==> src/rtl/keypad_scan_debounce.sv <==
// 4x4 keypad front end: row sweep, 2-FF column synchronizer, press/release
// debounce, and a one-cycle key_valid strobe carrying the row*4+col code.
module keypad_scan_debounce #(
  parameter int SCAN_DIV     = 50000,
  parameter int DEBOUNCE_CNT = 4
) (
  input  logic       clk,
  input  logic       rst,
  input  logic [3:0] col_in,
  output logic [3:0] row_sweep,
  output logic [3:0] key_code,
  output logic       key_valid,
  output logic       key_held
);

  localparam int DIV_W = $clog2(SCAN_DIV);
  localparam int CNT_W = $clog2(DEBOUNCE_CNT + 32'sd1);
  localparam logic [DIV_W-1:0] DIV_LAST = DIV_W'(SCAN_DIV - 32'sd1);
  localparam logic [CNT_W-1:0] CNT_DONE = CNT_W'(DEBOUNCE_CNT);
  localparam logic [CNT_W-1:0] CNT_ONE  = CNT_W'(32'sd1);
  localparam logic SINGLE_TICK = (DEBOUNCE_CNT == 32'sd1);

  typedef enum logic [1:0] {
    ST_SCAN     = 2'd0,
    ST_DEBOUNCE = 2'd1,
    ST_PRESSED  = 2'd2,
    ST_RELEASE  = 2'd3
  } state_t;

  state_t           state_r;
  logic [DIV_W-1:0] div_r;
  logic [CNT_W-1:0] cnt_r;
  logic [3:0]       col_meta_r;
  logic [3:0]       col_s_r;
  logic [1:0]       row_idx_r;
  logic [1:0]       col_idx_r;
  logic [3:0]       row_sweep_r;
  logic [3:0]       key_code_r;
  logic             key_valid_r;
  logic             key_held_r;

  logic             tick_s;
  logic             col_valid_s;
  logic             col_same_s;
  logic             col_hit_s;
  logic [1:0]       col_idx_s;
  logic [1:0]       row_idx_s;
  logic [3:0]       col_hot_s;
  logic [CNT_W-1:0] cnt_inc_s;

  function automatic logic [1:0] onehot_idx(input logic [3:0] v);
    logic [1:0] idx;
    case (v)
      4'b0001: idx = 2'd0;
      4'b0010: idx = 2'd1;
      4'b0100: idx = 2'd2;
      4'b1000: idx = 2'd3;
      default: idx = 2'd0;
    endcase
    return idx;
  endfunction

  function automatic logic [3:0] rotl(input logic [3:0] v);
    return {v[2:0], v[3]};
  endfunction

  assign row_sweep = row_sweep_r;
  assign key_code  = key_code_r;
  assign key_valid = key_valid_r;
  assign key_held  = key_held_r;

  // Tick, column qualification and saturating counter increment.
  always_comb begin
    tick_s      = (div_r == DIV_LAST);
    // Exactly one bit set; zero bits or ghosting both read as no key.
    col_valid_s = (col_s_r != 4'b0000) && ((col_s_r & (col_s_r - 4'b0001)) == 4'b0000);
    col_hot_s   = 4'b0001 << col_idx_r;
    col_same_s  = (col_s_r == col_hot_s);
    col_hit_s   = |(col_s_r & col_hot_s);
    col_idx_s   = onehot_idx(col_s_r);
    row_idx_s   = onehot_idx(row_sweep_r);
    if (cnt_r >= CNT_DONE) begin
      cnt_inc_s = CNT_DONE;
    end else begin
      cnt_inc_s = cnt_r + CNT_ONE;
    end
  end

  // Free-running dwell divider.
  always_ff @(posedge clk or negedge rst) begin
    if (!rst) begin
      div_r <= '0;
    end else if (tick_s) begin
      div_r <= '0;
    end else begin
      div_r <= div_r + DIV_W'(32'sd1);
    end
  end

  // Two-stage synchronizer for the asynchronous column inputs.
  always_ff @(posedge clk or negedge rst) begin
    if (!rst) begin
      col_meta_r <= 4'b0000;
      col_s_r    <= 4'b0000;
    end else begin
      col_meta_r <= col_in;
      col_s_r    <= col_meta_r;
    end
  end

  // Scan/debounce FSM with registered outputs; acts only on sample ticks.
  always_ff @(posedge clk or negedge rst) begin
    if (!rst) begin
      state_r     <= ST_SCAN;
      cnt_r       <= '0;
      row_idx_r   <= 2'd0;
      col_idx_r   <= 2'd0;
      row_sweep_r <= 4'b0001;
      key_code_r  <= 4'd0;
      key_valid_r <= 1'b0;
      key_held_r  <= 1'b0;
    end else begin
      key_valid_r <= 1'b0;
      if (tick_s) begin
        case (state_r)
          ST_SCAN: begin
            if (col_valid_s) begin
              row_idx_r <= row_idx_s;
              col_idx_r <= col_idx_s;
              cnt_r     <= CNT_ONE;
              if (SINGLE_TICK) begin
                key_code_r  <= {row_idx_s, col_idx_s};
                key_valid_r <= 1'b1;
                key_held_r  <= 1'b1;
                state_r     <= ST_PRESSED;
              end else begin
                state_r <= ST_DEBOUNCE;
              end
            end else begin
              row_sweep_r <= rotl(row_sweep_r);
            end
          end
          ST_DEBOUNCE: begin
            if (col_same_s) begin
              cnt_r <= cnt_inc_s;
              if (cnt_inc_s == CNT_DONE) begin
                key_code_r  <= {row_idx_r, col_idx_r};
                key_valid_r <= 1'b1;
                key_held_r  <= 1'b1;
                state_r     <= ST_PRESSED;
              end
            end else begin
              row_sweep_r <= rotl(row_sweep_r);
              state_r     <= ST_SCAN;
            end
          end
          ST_PRESSED: begin
            // Only the latched column matters here; extra bits are ignored.
            if (!col_hit_s) begin
              cnt_r <= CNT_ONE;
              if (SINGLE_TICK) begin
                key_held_r  <= 1'b0;
                row_sweep_r <= rotl(row_sweep_r);
                state_r     <= ST_SCAN;
              end else begin
                state_r <= ST_RELEASE;
              end
            end
          end
          ST_RELEASE: begin
            if (!col_hit_s) begin
              cnt_r <= cnt_inc_s;
              if (cnt_inc_s == CNT_DONE) begin
                key_held_r  <= 1'b0;
                row_sweep_r <= rotl(row_sweep_r);
                state_r     <= ST_SCAN;
              end
            end else begin
              state_r <= ST_PRESSED;
            end
          end
          default: begin
            state_r <= ST_SCAN;
          end
        endcase
      end
    end
  end

endmodule

==> config.mk <==
export PLATFORM = sky130hd
export DESIGN_NAME = keypad_scan_debounce
export DESIGN_NICKNAME = d
export VERILOG_FILES = /design/src/rtl/keypad_scan_debounce.sv
export SDC_FILE = /design/constraint.sdc
export NUM_CORES = 1
export LEC_CHECK = 0
export BUFFER_PORTS_ARGS = -buffer_cell sky130_fd_sc_hd__buf_2
export CORE_MARGIN = 2
export CORE_UTILIZATION = 45
export DETAILED_ROUTE_END_ITERATION = 6
export PLACE_DENSITY = 0.71
export SLEW_MARGIN = 20
export SYNTH_ARGS = -nofsm -noshare
export SYNTH_HDL_FRONTEND = slang
export SYNTH_SLANG_ARGS = --single-unit
==> constraint.sdc <==
create_clock -name clk -period 5.5 [get_ports clk]
set_input_delay 1.375 -clock clk [delete_from_list [all_inputs] [get_ports clk]]
set_output_delay 1.375 -clock clk [all_outputs]
set_load 0.01 [all_outputs]
* Word-level counts from Yosys, hierarchy flattened
Index checks and enable logic that the tools add are counted.
** Cells by class
- $add $sub $neg :: 3
- Order comparisons :: 1
- Eq/ne operators :: 22
- Shift operators :: 1
- Muxes and demuxes :: 30
- Bitwise operators :: 2
- Reductions and logical operators :: 13
** Operators by type and width (number)
- 16-bit by 1-bit adder with 16-bit output, second input constant :: 1
- 16-bit == test, second input constant :: 1
- 16-bit two-way mux :: 1
- 4-bit two-way mux :: 4
- 2-bit inequality test, second input constant :: 8
- 3-bit two-way mux :: 5
- 2-bit two-way mux :: 6
- 2-bit case mux with 3 select lines :: 2
- 3-bit case mux with 4 select lines :: 1
- 4-bit case mux with 3 select lines :: 1
- 6-bit AND reduction :: 2
- 5-bit AND reduction :: 2
- 4-bit AND :: 2
- 4-bit by 2-bit == test with 1-bit output, second input constant :: 2
- 4-bit by 3-bit == test with 1-bit output, second input constant :: 2
- 4-bit == test, second input constant :: 2
- 1-bit two-way mux :: 8
- 2-bit case mux with 4 select lines :: 1
- 3-bit inequality test, second input constant :: 2
- 2-bit == test, second input constant :: 2
- 4-bit == test :: 1
- 4-bit zero test :: 1
- 4-bit AND reduction :: 1
- 4-bit nonzero test :: 1
- other kinds (13) :: 13
** Storage, ports and cells
- Bits in registers :: 43
- Bits of input ports :: 6
- Output and inout port bits :: 10
- Logic and storage cells :: 83

* Longest topological paths before layout
- Depth after elaboration :: 7
- Mapped depth :: 8
- Gate-level depth less buffers :: 7

* Worst setup path after synthesis
No wires, ideal clock.
- Path kind :: reg-to-reg
- Start point :: register col_idx_r[0]
- End point :: register cnt_r[1]
- Setup time :: 0.121 ns
- Data arrival time :: 2.031 ns
- Data required time :: 5.379 ns
- Path slack :: 3.348 ns
- Cell stages (with the launch flop) :: 8
- Buffers on the path :: 0
- Clock period less this slack :: 2.152 ns
- Cell sequence :: dfrtp_1 > nor2b_1 > ha_1 > nor4_1 > mux2i_1 > a21boi_1 > o21ai_0 > a22o_1
** Between the ends
- Cells in the longest elaborated chain, start to end :: 5
- Elaborated cells on any way between the ends :: 8
- Those cells by class :: eq/ne (4); shift (1); bitwise (1); reduce/logical (2)
** RTL lines
- start, declared :: RTL line 36 : logic [1:0] col_idx_r;
- start signal, assigned :: RTL line 129 : col_idx_r <= col_idx_s;
- 1-bit by 2-bit left shift with 4-bit output (*) :: RTL line 77 : col_hot_s = 4'b0001 << col_idx_r;
- 4-bit AND :: RTL line 79 : col_hit_s = |(col_s_r & col_hot_s);
- 4-bit OR reduction :: RTL line 79
- 2-bit inequality test (no source line)
- 5-bit AND reduction (no source line) (*)
- end signal, assigned :: RTL line 145 : cnt_r <= cnt_inc_s;
- end signal, assigned :: RTL line 172 : cnt_r <= cnt_inc_s;
- end, declared :: RTL line 32 : logic [CNT_W-1:0] cnt_r;
Every way passes the cells marked *; elsewhere a longest branch is shown, timed or not.
A chain may end at the register's enable or synchronous reset.

* Worst setup path in the final report
Ends and elaborated chain as after synthesis.

==> run metrics <==
status=finished, final reports clean; Final Power=576 uW; Fmax=384 MHz; critical path required time=5.68 ns; yosys warns=0; R2R cell count=7; Syn Nets=182; Hold Violations, Final=0; post-DR wirelength/cell=13.9 um; setup_tns=0 ns; switch share=20.3%; Setup CP Type=register to register; sequential share of power=56.0%; Net Switching=117 uW; Nets=200; row count=24; CTS root buffer=clkbuf_8; Pre-antenna DRT Iters=4; register bit total from synthesis=43; Synth Flop Type=dfrtp_1; DRC=0; DRT iter0 DRCs=51; vias in the first global route=1298; R2R Setup Slk=2.90 ns; CTS tree=built; Post-synth EDFFs=0; CP arrival=2.79 ns; GPL Wtd Cong=0.809; share of layout cells above drive strength 1=20.7%; Die X-Extent=70.8 um; htree depth=2; TritonCTS Buffers=5; hold path cells=0; Final period util=47.3%; Final HPWL DP=2340 um; total gr overflow=0; most frequent cells in the layout=dfrtp_1, buf_2, nor2_1, nand2_1, xnor2_1; min Tclk post-route=2.60 ns; # setup viols final=0; PD cells=256 nW/um2; skew final=0.00289 ns; CP Capture Type=register; Top-Level Pins=16; antenna viol nets, final=0; # hold bufs at CTS=0; CP Max Fanout=6; DIE HEIGHT=70.8 um; IO Port Bufs=15; Slew @ Worst Pin=0.919 ns; initial antenna violation count=0; Max Cap Viol=0; diode count=0; Mapped Area=2010 um2; fraction of registers with async set/reset=100%; largest net degree at the start of global routing=44; synth unique cells=41; normalized max-slew margin=38.7%; Worst VDD drop=137 uV; Vias=1308; Leakage=0.00108 uW; Starting Density=46.5%; first-pass GRT wire length=5840 um; Core Region=4320 um2; Post-CTS Resized=0; Clk Latency, worst-skew pair=0.29 ns; sequential area share after synthesis=53.6%; Slew Limit Fails=0; P&R area growth vs syn=11.6%; commonest non-fill, non-tap cell in the layout=dfrtp_1; DR vias/cell=5.45; clk buf depth=2; RSZ-0062 raised after global routing=false; cell count after synthesis=169; internal power=459 uW; Avg Cell Area, Syn=11.9 um2; DIE AREA=5020 um2; Startpoint Class=register; post-CTS setup buffers=0; fillers=390; Comb power frac=2.5%; Clock power frac=41.5%; Tot GR Track Use=14.6%; clock slew at reported path FFs=0.08 ns; Hold WC Path Type=register to register; clk sink count=43; DRT Wirelength=3340 um
==> sequential cells by signal (all words and copies together) (netlist names) <==
name        flops
cnt_r           3
row_sweep       4
key_held        1
col_idx_r       2
row_idx_r       2
state_r         2
col_meta_r      4
div_r          16
key_valid       1
key_code        4
col_s_r         4
==> per-stage QoR <==
stage,instances,area (um2),utilization (%),setup WS (ns),hold slack (ns)
global placement,232,2130,49.3,3.06,0.336
detailed placement,232,2130,49.3,2.98,0.336
finish,240,2240,51.9,2.90,0.352
floorplan,169,2010,-,3.35,0.331
global route,240,2240,51.9,2.69,0.362
CTS,240,2240,51.9,2.92,0.355
==> critical path, stage by stage (launching register included) <==
cell and delay (ns):
dfrtp_1 0.44, nor2b_1 0.16, ha_1 0.26, nor4_1 0.61, mux2i_1 0.28, a21boi_1 0.34
o21ai_0 0.15, a22o_1 0.24
==> power groups by stage <==
stage,Sequential [uW],Clock [uW],Combinational (uW)
2_1_floorplan,328,0,6.05
3_3_place_gp,328,0,14.4
3_5_place_dp,329,0,15.1
4_1_cts,322,247,15.2
5_1_grt,323,263,17.2
6_report,322,239,14.6
==> worst paths after layout <==
check,start,endpoint
min in group asynchronous,rst,key_held$_DFFE_PN0P_
setup reg to reg,col_idx_r[0]$_DFFE_PN0P_,cnt_r[1]$_DFFE_PN0P_
hold reg to reg,col_meta_r[1]$_DFF_PN0_,col_s_r[1]$_DFF_PN0_
max in group asynchronous,rst,row_idx_r[1]$_DFFE_PN0P_
hold / removal,col_meta_r[1]$_DFF_PN0_,col_s_r[1]$_DFF_PN0_
setup / recovery,col_idx_r[0]$_DFFE_PN0P_,cnt_r[1]$_DFFE_PN0P_
==> cells in the mapped netlist, types with 5 or more instances <==
cell type | number | share of area [%]
and3_1 | 5 | 1.6
dfrtp_1 | 42 | 52
ha_1 | 7 | 4.4
mux2_2 | 8 | 4.5
mux2i_1 | 5 | 2.5
nand2_1 | 10 | 1.9
nand3_1 | 8 | 2.0
nor2_1 | 10 | 1.9
nor3_1 | 5 | 1.2
xnor2_1 | 9 | 3.9
xor2_1 | 8 | 3.5
==> per-layer routing <==
metal / routed length [um] / GRT usage, % / share of wire, %
met3: 103 / 4.27 / 3.1
met2: 1710 / 25.6 / 51
met1: 1500 / 17.1 / 45
met4: 27 / 5.03 / 0.81
met5: 0 / 0 / 0
==> cell type report <==
class	instances	area [um2]	share of cell area (%)
Sequential cell	43	1080	48.0
Tap cell	52	65.1	2.90
Clock buffer	5	68.8	3.07
Clock inverter	3	43.8	1.95
Inverter	4	15.0	0.669
Timing Repair Buffer	15	75.1	3.34
Multi-Input combinational cell	118	900	40.1
==> kinds of logic (layout without fill, tap and decap cells) <==
| kind of cell | after synthesis | after routing | share of synthesized area, % |
|---|---|---|---|
| AO/OA/AOI/OAI | 16 | 16 | 5.41 |
| XOR/XNOR | 17 | 17 | 7.41 |
| adder cells (fa/ha/maj) | 7 | 7 | 4.36 |
| buffers and inverters | 8 | 27 | 1.68 |
| flip-flops | 43 | 43 | 53.6 |
| multiplexers | 17 | 17 | 9.96 |
| AND/OR/NAND/NOR | 61 | 61 | 17.6 |
(Power assumes the default switching activity.)
